$ cat src/rtl/midi_pkg.sv
// Shared constants and FSM state type for the MIDI note-event scheduler.
package midi_pkg;

  localparam logic [3:0] MIDI_NOTE_OFF = 4'h8;
  localparam logic [3:0] MIDI_NOTE_ON  = 4'h9;
  localparam int         DATA_W        = 7;

  typedef enum logic [1:0] {
    IDLE   = 2'd0,
    STATUS = 2'd1,
    DATA1  = 2'd2,
    DATA2  = 2'd3
  } state_e;

endpackage

$ cat src/rtl/rr_arbiter.sv
// Combinational round-robin arbiter: search starts one past ptr and wraps.
module rr_arbiter #(
  parameter int N  = 4,
  parameter int IW = (N > 1) ? $clog2(N) : 1
) (
  input  logic [N-1:0]  req,
  input  logic [IW-1:0] ptr,
  input  logic          en,
  output logic [N-1:0]  grant,
  output logic [IW-1:0] grant_idx
);

  logic          found;
  logic [IW-1:0] cand;

  always_comb begin
    grant     = '0;
    grant_idx = '0;
    found     = 1'b0;
    cand      = '0;
    for (int k = 1; k <= N; k++) begin
      cand = IW'((int'(ptr) + k) % N);
      if (en && !found && req[cand]) begin
        found       = 1'b1;
        grant[cand] = 1'b1;
        grant_idx   = cand;
      end
    end
  end

endmodule

$ cat src/rtl/midi_event_scheduler.sv
// Round-robin shares one MIDI UART TX among note-event requesters, framing
// each accepted event as Note On/Off bytes with optional running status.
module midi_event_scheduler
  import midi_pkg::*;
#(
  parameter int NUM_REQ        = 4,
  parameter int CHANNEL        = 0,
  parameter int RUNNING_STATUS = 1
) (
  input  logic                   SYSCLK,
  input  logic                   SYSRESET,
  input  logic [NUM_REQ-1:0]     req_valid,
  input  logic [NUM_REQ-1:0]     req_on,
  input  logic [7*NUM_REQ-1:0]   req_note,
  input  logic [7*NUM_REQ-1:0]   req_vel,
  output logic [NUM_REQ-1:0]     req_ready,
  output logic [7:0]             tx_data,
  output logic                   tx_valid,
  input  logic                   tx_ready,
  output logic                   busy,
  output logic [1:0]             dbg_state
);

  localparam int IW = (NUM_REQ > 1) ? $clog2(NUM_REQ) : 1;

  // Handshakes: a transfer happens on the rising edge where valid and ready
  // are both high. Requesters hold req_valid until accepted; tx_data/tx_valid
  // are held stable while tx_ready is low.

  state_e              state_q, state_d;
  logic [IW-1:0]       ptr_q, ptr_d;
  logic [7:0]          status_q, status_d;
  logic [7:0]          last_status_q, last_status_d;
  logic                last_vld_q, last_vld_d;
  logic [DATA_W-1:0]   note_q, note_d;
  logic [DATA_W-1:0]   vel_q, vel_d;
  logic [7:0]          tx_data_q, tx_data_d;
  logic                tx_valid_q, tx_valid_d;

  logic [NUM_REQ-1:0]  grant;
  logic [IW-1:0]       gidx;
  logic [7:0]          new_status;
  logic [DATA_W-1:0]   new_note, new_vel;
  logic                skip_status, hs;

  rr_arbiter #(.N(NUM_REQ), .IW(IW)) u_arb (
    .req       (req_valid),
    .ptr       (ptr_q),
    .en        ((state_q == IDLE) && !SYSRESET),
    .grant     (grant),
    .grant_idx (gidx)
  );

  assign new_status  = {(req_on[gidx] ? MIDI_NOTE_ON : MIDI_NOTE_OFF), 4'(CHANNEL)};
  assign new_note    = req_note[7*int'(gidx) +: DATA_W];
  assign new_vel     = req_vel[7*int'(gidx) +: DATA_W];
  assign skip_status = (RUNNING_STATUS != 0) && last_vld_q && (new_status == last_status_q);
  assign hs          = tx_valid_q && tx_ready;

  always_comb begin
    state_d       = state_q;
    ptr_d         = ptr_q;
    status_d      = status_q;
    last_status_d = last_status_q;
    last_vld_d    = last_vld_q;
    note_d        = note_q;
    vel_d         = vel_q;
    tx_data_d     = tx_data_q;
    tx_valid_d    = tx_valid_q;
    case (state_q)
      IDLE: begin
        if (|grant) begin
          status_d   = new_status;
          note_d     = new_note;
          vel_d      = new_vel;
          ptr_d      = gidx;
          tx_valid_d = 1'b1;
          if (skip_status) begin
            state_d   = DATA1;
            tx_data_d = {1'b0, new_note};
          end else begin
            state_d   = STATUS;
            tx_data_d = new_status;
          end
        end
      end
      STATUS: begin
        if (hs) begin
          last_status_d = status_q;
          last_vld_d    = 1'b1;
          state_d       = DATA1;
          tx_data_d     = {1'b0, note_q};
        end
      end
      DATA1: begin
        if (hs) begin
          state_d   = DATA2;
          tx_data_d = {1'b0, vel_q};
        end
      end
      DATA2: begin
        if (hs) begin
          state_d    = IDLE;
          tx_valid_d = 1'b0;
        end
      end
      default: begin
        state_d    = IDLE;
        tx_valid_d = 1'b0;
      end
    endcase
  end

  always_ff @(posedge SYSCLK) begin
    if (SYSRESET) begin
      state_q       <= IDLE;
      ptr_q         <= IW'(NUM_REQ - 1);
      status_q      <= '0;
      last_status_q <= '0;
      last_vld_q    <= 1'b0;
      note_q        <= '0;
      vel_q         <= '0;
      tx_data_q     <= 8'h00;
      tx_valid_q    <= 1'b0;
    end else begin
      state_q       <= state_d;
      ptr_q         <= ptr_d;
      status_q      <= status_d;
      last_status_q <= last_status_d;
      last_vld_q    <= last_vld_d;
      note_q        <= note_d;
      vel_q         <= vel_d;
      tx_data_q     <= tx_data_d;
      tx_valid_q    <= tx_valid_d;
    end
  end

  assign req_ready = grant;
  assign tx_data   = tx_data_q;
  assign tx_valid  = tx_valid_q;
  assign busy      = (state_q != IDLE);
  assign dbg_state = state_q;

endmodule

$ cat config.mk
export PLATFORM = sky130hd
export DESIGN_NAME = midi_event_scheduler
export DESIGN_NICKNAME = d
export VERILOG_FILES = /design/src/rtl/midi_pkg.sv /design/src/rtl/rr_arbiter.sv /design/src/rtl/midi_event_scheduler.sv
export SDC_FILE = /design/constraint.sdc
export NUM_CORES = 1
export LEC_CHECK = 0
export CAP_MARGIN = 20
export CORE_AREA = 2 2 120 64
export CTS_CLUSTER_DIAMETER = 200
export CTS_CLUSTER_SIZE = 10
export DETAILED_ROUTE_END_ITERATION = 10
export DIE_AREA = 0 0 122 66
export PLACE_DENSITY = 0.62
export SYNTH_ARGS = -nofsm -noshare
export SYNTH_HDL_FRONTEND = slang
export SYNTH_SLANG_ARGS = --single-unit
export TNS_END_PERCENT = 100
$ cat constraint.sdc
create_clock -name SYSCLK -period 3.95 [get_ports SYSCLK]
set_clock_uncertainty 0.2 [all_clocks]
set_input_delay 0.79 -clock SYSCLK [delete_from_list [all_inputs] [get_ports SYSCLK]]
set_output_delay 0.79 -clock SYSCLK [all_outputs]
set_load 0.005 [all_outputs]
; ---- After elaboration in Yosys (flattened, before gate mapping)
; Cells that the tools add are included.
[classes]
add_sub_neg = 4
bitwise = 3
reduce_logical = 28
muxes = 44
eq_ne = 8
n_shift = 2
n_lt_le_gt_ge = 9
multipliers = 1
[op_table]
columns = cell, count
row1 = two-way mux 8 bit, 4
row2 = variable part select 28 x 32 -> 7 bit, 1
row3 = variable part select 28 x 6 -> 7 bit, 1
row4 = one-hot mux 8 bit (3 select lines), 1
row5 = two-way mux 2 bit, 9
row6 = two-way mux 4 bit, 4
row7 = < comparator 2 x 3 -> 1 bit (second input constant), 5
row8 = two-way mux 1 bit, 15
row9 = logical AND 1 bit, 14
row10 = bitwise OR 4 bit, 3
row11 = binary-select mux 1 bit (select 2 bit), 5
row12 = demux 1 bit (select 2 bit), 4
row13 = >= comparator 2 x 1 -> 1 bit (second input constant), 4
row14 = one-hot mux 2 bit (4 select lines), 1
row15 = AND reduction 4 bit, 2
row16 = != test 2 bit (second input constant), 3
row17 = multiplier 3 x 2 -> 5 bit (first input constant), 1
row18 = adder 2 x 1 -> 2 bit (second input constant), 2
row19 = adder 2 bit (second input constant), 2
row20 = == test 2 bit (second input constant), 2
row21 = == test 4 bit, 1
row22 = logical NOT 1 bit, 4
row23 = AND reduction 2 bit, 2
row24 = nonzero test 2 bit, 2
row25 = other kinds (7), 7
[word_totals]
ff_bits = 36
input_bits = 67
out_inout_bits = 16
word_cells = 108

; ---- Longest topological paths before layout
[depth]
depth_word = 25
depth_mapped = 15
ltp_nobuf = 11

; ---- Cells and area by module
; From an unflattened synthesis, not the netlist that was laid out.
[hier_totals]
cells_unflattened = 252
hier_area_um2 = 2322.2
[by_module_without_submodules]
columns = module, cells_per_inst, seq_area_each_um2, area_per_inst_um2, instances
row1 = midi_event_scheduler, 198, 640.6, 1835.5, 1
row2 = rr_arbiter, 54, 0.0, 486.7, 1

; ---- Worst setup path before layout
; Ideal clock, no wire load.
[synth_timing]
path_kind = flip-flop to flip-flop
from = reg ptr_q[1]
to = reg tx_data_q[7], in the netlist tx_data[7]
period_less_slack_ns = 3.709
t_arrival_ns = 3.449
stages_incl_launch_ff = 13
required_ns = 3.690
path_slack_ns = 0.241
setup_ns = 0.060
n_path_buf = 1
path_cell_list = dfxtp_1 -> inv_1 -> ha_1 -> clkbuf_1 -> mux4_2 -> nor2b_4 -> o221ai_1 -> a21oi_1 -> a31oi_4 -> mux4_2 -> xnor2_1 -> a2111oi_0 -> a31o_1
[synth_between]
elab_chain_cells = 25
word_cells_on_any_way = 67
classes_between = add/sub: 4 / order compare: 8 / eq/ne: 2 / mux: 33 / bitwise: 3 / reduce/logical: 17
[synth_lines]
columns = element, line
row1 = from (decl), midi_event_scheduler.sv:31  ; logic [IW-1:0] ptr_q, ptr_d;
row2 = from (signal assigned), midi_event_scheduler.sv:117  ; ptr_q <= IW'(NUM_REQ - 1);
row3 = from (signal assigned), midi_event_scheduler.sv:127  ; ptr_q <= ptr_d;
row4 = adder 2 x 1 -> 2 bit, rr_arbiter.sv:22  ; cand = IW'((int'(ptr) + k) % N);
row5 = binary-select mux 1 bit (select 2 bit), rr_arbiter.sv:23  ; if (en && !found && req[cand]) begin
row6 = two-way mux 1 bit (implied by the code), rr_arbiter.sv:23
row7 = logical AND 1 bit, rr_arbiter.sv:23
row8 = two-way mux 1 bit, rr_arbiter.sv:23
row9 = logical NOT 1 bit, rr_arbiter.sv:23
row10 = logical AND 1 bit (2 in series), rr_arbiter.sv:23
row11 = two-way mux 1 bit, rr_arbiter.sv:23
row12 = [8 not listed], --
row13 = binary-select mux 1 bit (select 2 bit), midi_event_scheduler.sv:54  ; assign new_status = {(req_on[gidx] ? MIDI_NOTE_ON : MIDI_NOTE_OFF), 4'(CHANNEL)};
row14 = two-way mux 1 bit (implied by the code), midi_event_scheduler.sv:54
row15 = two-way mux 1 bit, midi_event_scheduler.sv:54
row16 = == test 4 bit, midi_event_scheduler.sv:57  ; assign skip_status = (RUNNING_STATUS != 0) && last_vld_q && (new_status == last_status_q);
row17 = logical AND 1 bit, midi_event_scheduler.sv:57
row18 = two-way mux 8 bit, midi_event_scheduler.sv:78  ; if (skip_status) begin
row19 = two-way mux 8 bit, midi_event_scheduler.sv:72  ; if (|grant) begin
row20 = one-hot mux 8 bit (3 select lines), midi_event_scheduler.sv:70  ; case (state_q)
row21 = to (signal assigned), midi_event_scheduler.sv:133  ; tx_data_q <= tx_data_d;
row22 = to (decl), midi_event_scheduler.sv:37  ; logic [7:0] tx_data_q, tx_data_d;
; Parallel ways exist; a longest one is shown, timed or not. The select of a mux whose other input is x is not followed.
; A chain may end at the register's enable or synchronous reset.

; ---- Worst setup path in the final report
[layout_timing]
from = in req_valid[2]
to = out req_ready[1]
[layout_between]
elab_chain_cells = 16
word_cells_on_any_way = 28
classes_between = mux: 15 / bitwise: 3 / reduce/logical: 10
[layout_lines]
columns = element, line
row1 = from (decl), midi_event_scheduler.sv:12  ; input logic [NUM_REQ-1:0] req_valid,
row2 = binary-select mux 1 bit (select 2 bit), rr_arbiter.sv:23
row3 = two-way mux 1 bit (implied by the code), rr_arbiter.sv:23
row4 = logical AND 1 bit, rr_arbiter.sv:23
row5 = two-way mux 1 bit, rr_arbiter.sv:23
row6 = logical NOT 1 bit, rr_arbiter.sv:23
row7 = logical AND 1 bit (2 in series), rr_arbiter.sv:23
row8 = two-way mux 1 bit, rr_arbiter.sv:23
row9 = logical NOT 1 bit, rr_arbiter.sv:23
row10 = logical AND 1 bit (2 in series), rr_arbiter.sv:23
row11 = two-way mux 1 bit, rr_arbiter.sv:23
row12 = logical NOT 1 bit, rr_arbiter.sv:23
row13 = logical AND 1 bit (2 in series), rr_arbiter.sv:23
row14 = two-way mux 4 bit *, rr_arbiter.sv:23
row15 = to (decl), midi_event_scheduler.sv:16  ; output logic [NUM_REQ-1:0] req_ready,
; Every way passes the cells marked *; elsewhere a longest branch is shown, timed or not. The select of a mux whose other input is x is not followed.

==> flow_summary.json <==
{
  "worst_slew_pin_slew_ns": 0.4351,
  "core-area_um2": 7019,
  "area_growth_pct": 55.12,
  "firstDrtPassIters": 5,
  "setup_violations": 0,
  "fp-row-count": 22,
  "critical_path_depth": 8,
  "regArea_um2": 640.6,
  "routed_wl_mm": 7.170,
  "dieWidth_um": 122,
  "seqPwrFrac": 0.201,
  "synth_top_area_cell": "dfxtp_1",
  "drt_iter0_markers": 177,
  "ys_top_cells_by_area": "dfxtp_1, mux2i_1, mux4_2, nor2_1, ha_1",
  "viasPerCell": 5.064,
  "ys_ff_latch": 32,
  "path_delay_family": "buffers and inverters",
  "switchingPower_mw": 1.090,
  "yosys_warnings": 0,
  "num_io_pins": 83,
  "clkLatencyLatePin_ns": 0.27,
  "multi_input_area_um2": 1652,
  "postCtsSetupBuffers": 0,
  "synth_fp_nets": 338,
  "vias": 2365,
  "cts_tree": "built",
  "drc": 0,
  "worst-endpoint-arrival_ns": 2.85,
  "synth_edf_count": 0,
  "cts_buffers": 5,
  "hold_viol": 0,
  "rsz0062_at_grt": "false",
  "grt_max_degree": 32,
  "fin_nets": 447,
  "irDropWorstVdd_uv": 299.5,
  "drive_gt1_frac": 0.1563,
  "min_from": "last_vld_q",
  "drv_slew": 0,
  "ys_types": 46,
  "fillers": 651,
  "start_util": 0.3396,
  "r2r_cells": 11,
  "hold_class": "flip-flop to flip-flop",
  "root_buffer": "clkbuf_16",
  "period_minus_slack_ns": 3.842,
  "synthArstFlopShare": 0,
  "grt_pass1_vias": 2138,
  "synthCells": 262,
  "hold_buffers": 0,
  "switching_share": 0.4048,
  "track_usage": 0.1830,
  "dieArea_um2": 8052,
  "crit_fanout": 7,
  "placed_cells": 460,
  "startpoint": "req_valid[2]",
  "slew-limit-headroom": 0.7099,
  "startpoint_type": "input port",
  "comb_power_share": 0.666,
  "path_cells": "dlygate4sd2_1 -> mux4_2 -> buf_4 -> nor2b_2 -> a22o_1 -> a32oi_2 -> nand2_1 -> clkdlybuf4s50_1",
  "crit_slowest_cell": "mux4_2",
  "port_buffers": 82,
  "cts.sink_count": 32,
  "synthFlopType": "dfxtp_1",
  "synth_area_um2": 2384,
  "cts_max_path_buffers": 2,
  "max_freq_mhz": 260.3,
  "stdcell_count": 467,
  "reg2reg_from": "ptr_q[0]",
  "critPathMaxStageDelay_ns": 0.54,
  "whs_path_depth": 2,
  "insertedDiodeCount": 0,
  "hpwl_mm": 5.693,
  "wl_per_cell_um": 15.35,
  "worst_setup_path_end_kind": "output port",
  "ys_seq_area_frac": 0.2688,
  "dpl_cell_area_um2": 3548,
  "power.leakage_nw": 1.766,
  "clkPwrFrac": 0.133,
  "antenna_found_initial": 0,
  "grt_pass1_wl_mm": 11.27,
  "r2r_setup_slack_ns": 0.33,
  "required_ns": 2.96,
  "path_class": "input port to output port",
  "p_int_mw": 1.603,
  "finish.instance_area_um2": 3697,
  "fp.dieH_um": 66,
  "grt-ovfl-total": 0,
  "path_buf_inv": 3,
  "cts.clk_slew.worst_paths_ns": 0.05,
  "yosysTopAreaCellShare": 0.2688,
  "outcome": "finished clean",
  "h-tree-depth": 2,
  "post-route-period-util": 0.9726,
  "max_cap_violations": 0,
  "antenna_left": 0,
  "routabilityCongestion": 0.9592,
  "power_density_nw_per_um2": 728.5,
  "syn_area_per_cell_um2": 9.097
}
[per-layer routing]
layer | share of wire | up-vias | GRT usage
li1 | - | 1188 | -
met1 | 0.55 | 1094 | 0.2960
met2 | 0.38 | 76 | 0.2318
met3 | 0.060 | 7 | 0.04397
met4 | 0.010 | 0 | 0.04023
met5 | 0 | - | 0
[cell families (layout without fill, tap and decap cells)]
kind of cell / after synthesis / count (layout) / synth area share
adder cells (fa/ha/maj): 9 / 9 / 0.04724
AND/OR/NAND/NOR: 68 / 68 / 0.1291
buffers and inverters: 27 / 136 / 0.04882
multiplexers: 69 / 69 / 0.3239
AO/OA/AOI/OAI: 56 / 56 / 0.1785
XOR/XNOR: 1 / 1 / 0.003675
flip-flops: 32 / 32 / 0.2688
[final timing paths]
| kind | endpoint |
|---|---|
| max | req_ready[1] |
| min | last_vld_q |
| max reg2reg | tx_data[1] |
| min reg2reg | last_vld_q |
[layout by cell type (no fill, tap or decap), types with 7 or more instances in the layout]
cell,netlist,routed
dfxtp_1,32,32
a221oi_1,7,7
a22o_1,9,9
nand2_1,14,14
clkdlybuf4s50_1,0,77
nor3_1,9,9
nor2_1,33,33
mux2i_1,60,60
ha_1,9,9
inv_1,10,10
buf_4,0,34
[metrics by stage]
step                setup slack [ns]  total power, mW  TNS [ns]  utilization  hold slack (ns)
floorplan                     0.2411            1.609         0            -           0.2209
global placement             -0.1213            2.285    -1.144       0.5055           0.2271
detailed placement           -0.2348            2.305    -2.762       0.5055           0.2349
CTS                           0.1181            2.686         0       0.5257           0.2427
global route                0.001570            2.887         0       0.5267           0.2596
finish                        0.1082            2.694         0       0.5267           0.2421
[sequential cells by signal, indices dropped and copies added (netlist names)]
register	cells
note_q	7
dbg_state	2
ptr_q	2
status_q	2
tx_valid	1
last_vld_q	1
vel_q	7
last_status_q	2
tx_data	8
[power by group through the flow]
stage / logic (mW) / clock network (mW) / registers (mW)
final: 1.79 / 0.358 / 0.540
after global routing: 1.95 / 0.383 / 0.554
after CTS: 1.78 / 0.365 / 0.540
after detailed placement: 1.76 / 0 / 0.545
after global placement: 1.74 / 0 / 0.540
after floorplan: 1.08 / 0 / 0.528
[worst register-to-register path: cells and delay by family (launching register included)]
kind	cells	cell delay, ns
compound gates	4	0.98
flops	1	0.33
buf+inv	2	0.25
fa+ha+maj	1	0.47
mux	3	1.19
simple gates	1	0.08
[final cells by class]
type | instances | share of cell area
sequential | 32 | 0.1733
timing repair buffer | 118 | 0.3002
inverter | 11 | 0.01117
clock buffer | 6 | 0.03486
tap | 96 | 0.03249
multi-input combinational | 203 | 0.4467
clock inverter | 1 | 0.001354
[Yosys cell counts, types with 2 or more instances]
cell type,count
o211ai_1,2
a21oi_1,7
o22ai_1,2
a221oi_1,7
clkbuf_1,7
o21ai_0,5
a22o_1,9
buf_2,6
inv_1,10
mux2_1,2
dfxtp_1,32
o21ai_1,4
nand2b_1,5
o32ai_1,2
nor3_1,9
buf_1,2
mux2i_1,60
a22oi_1,2
ha_1,9
a31oi_1,2
a211oi_1,2
and2_1,2
nand2_1,14
nor2_1,33
mux4_2,6
[repair_timing]
action	4_1_cts	5_1_grt
endpoints found under the setup margin	4	1
gates resized for setup	8	1
gates cloned	0	0
pin swaps	1	0
No activity file was read; power rests on OpenSTA's default activity.
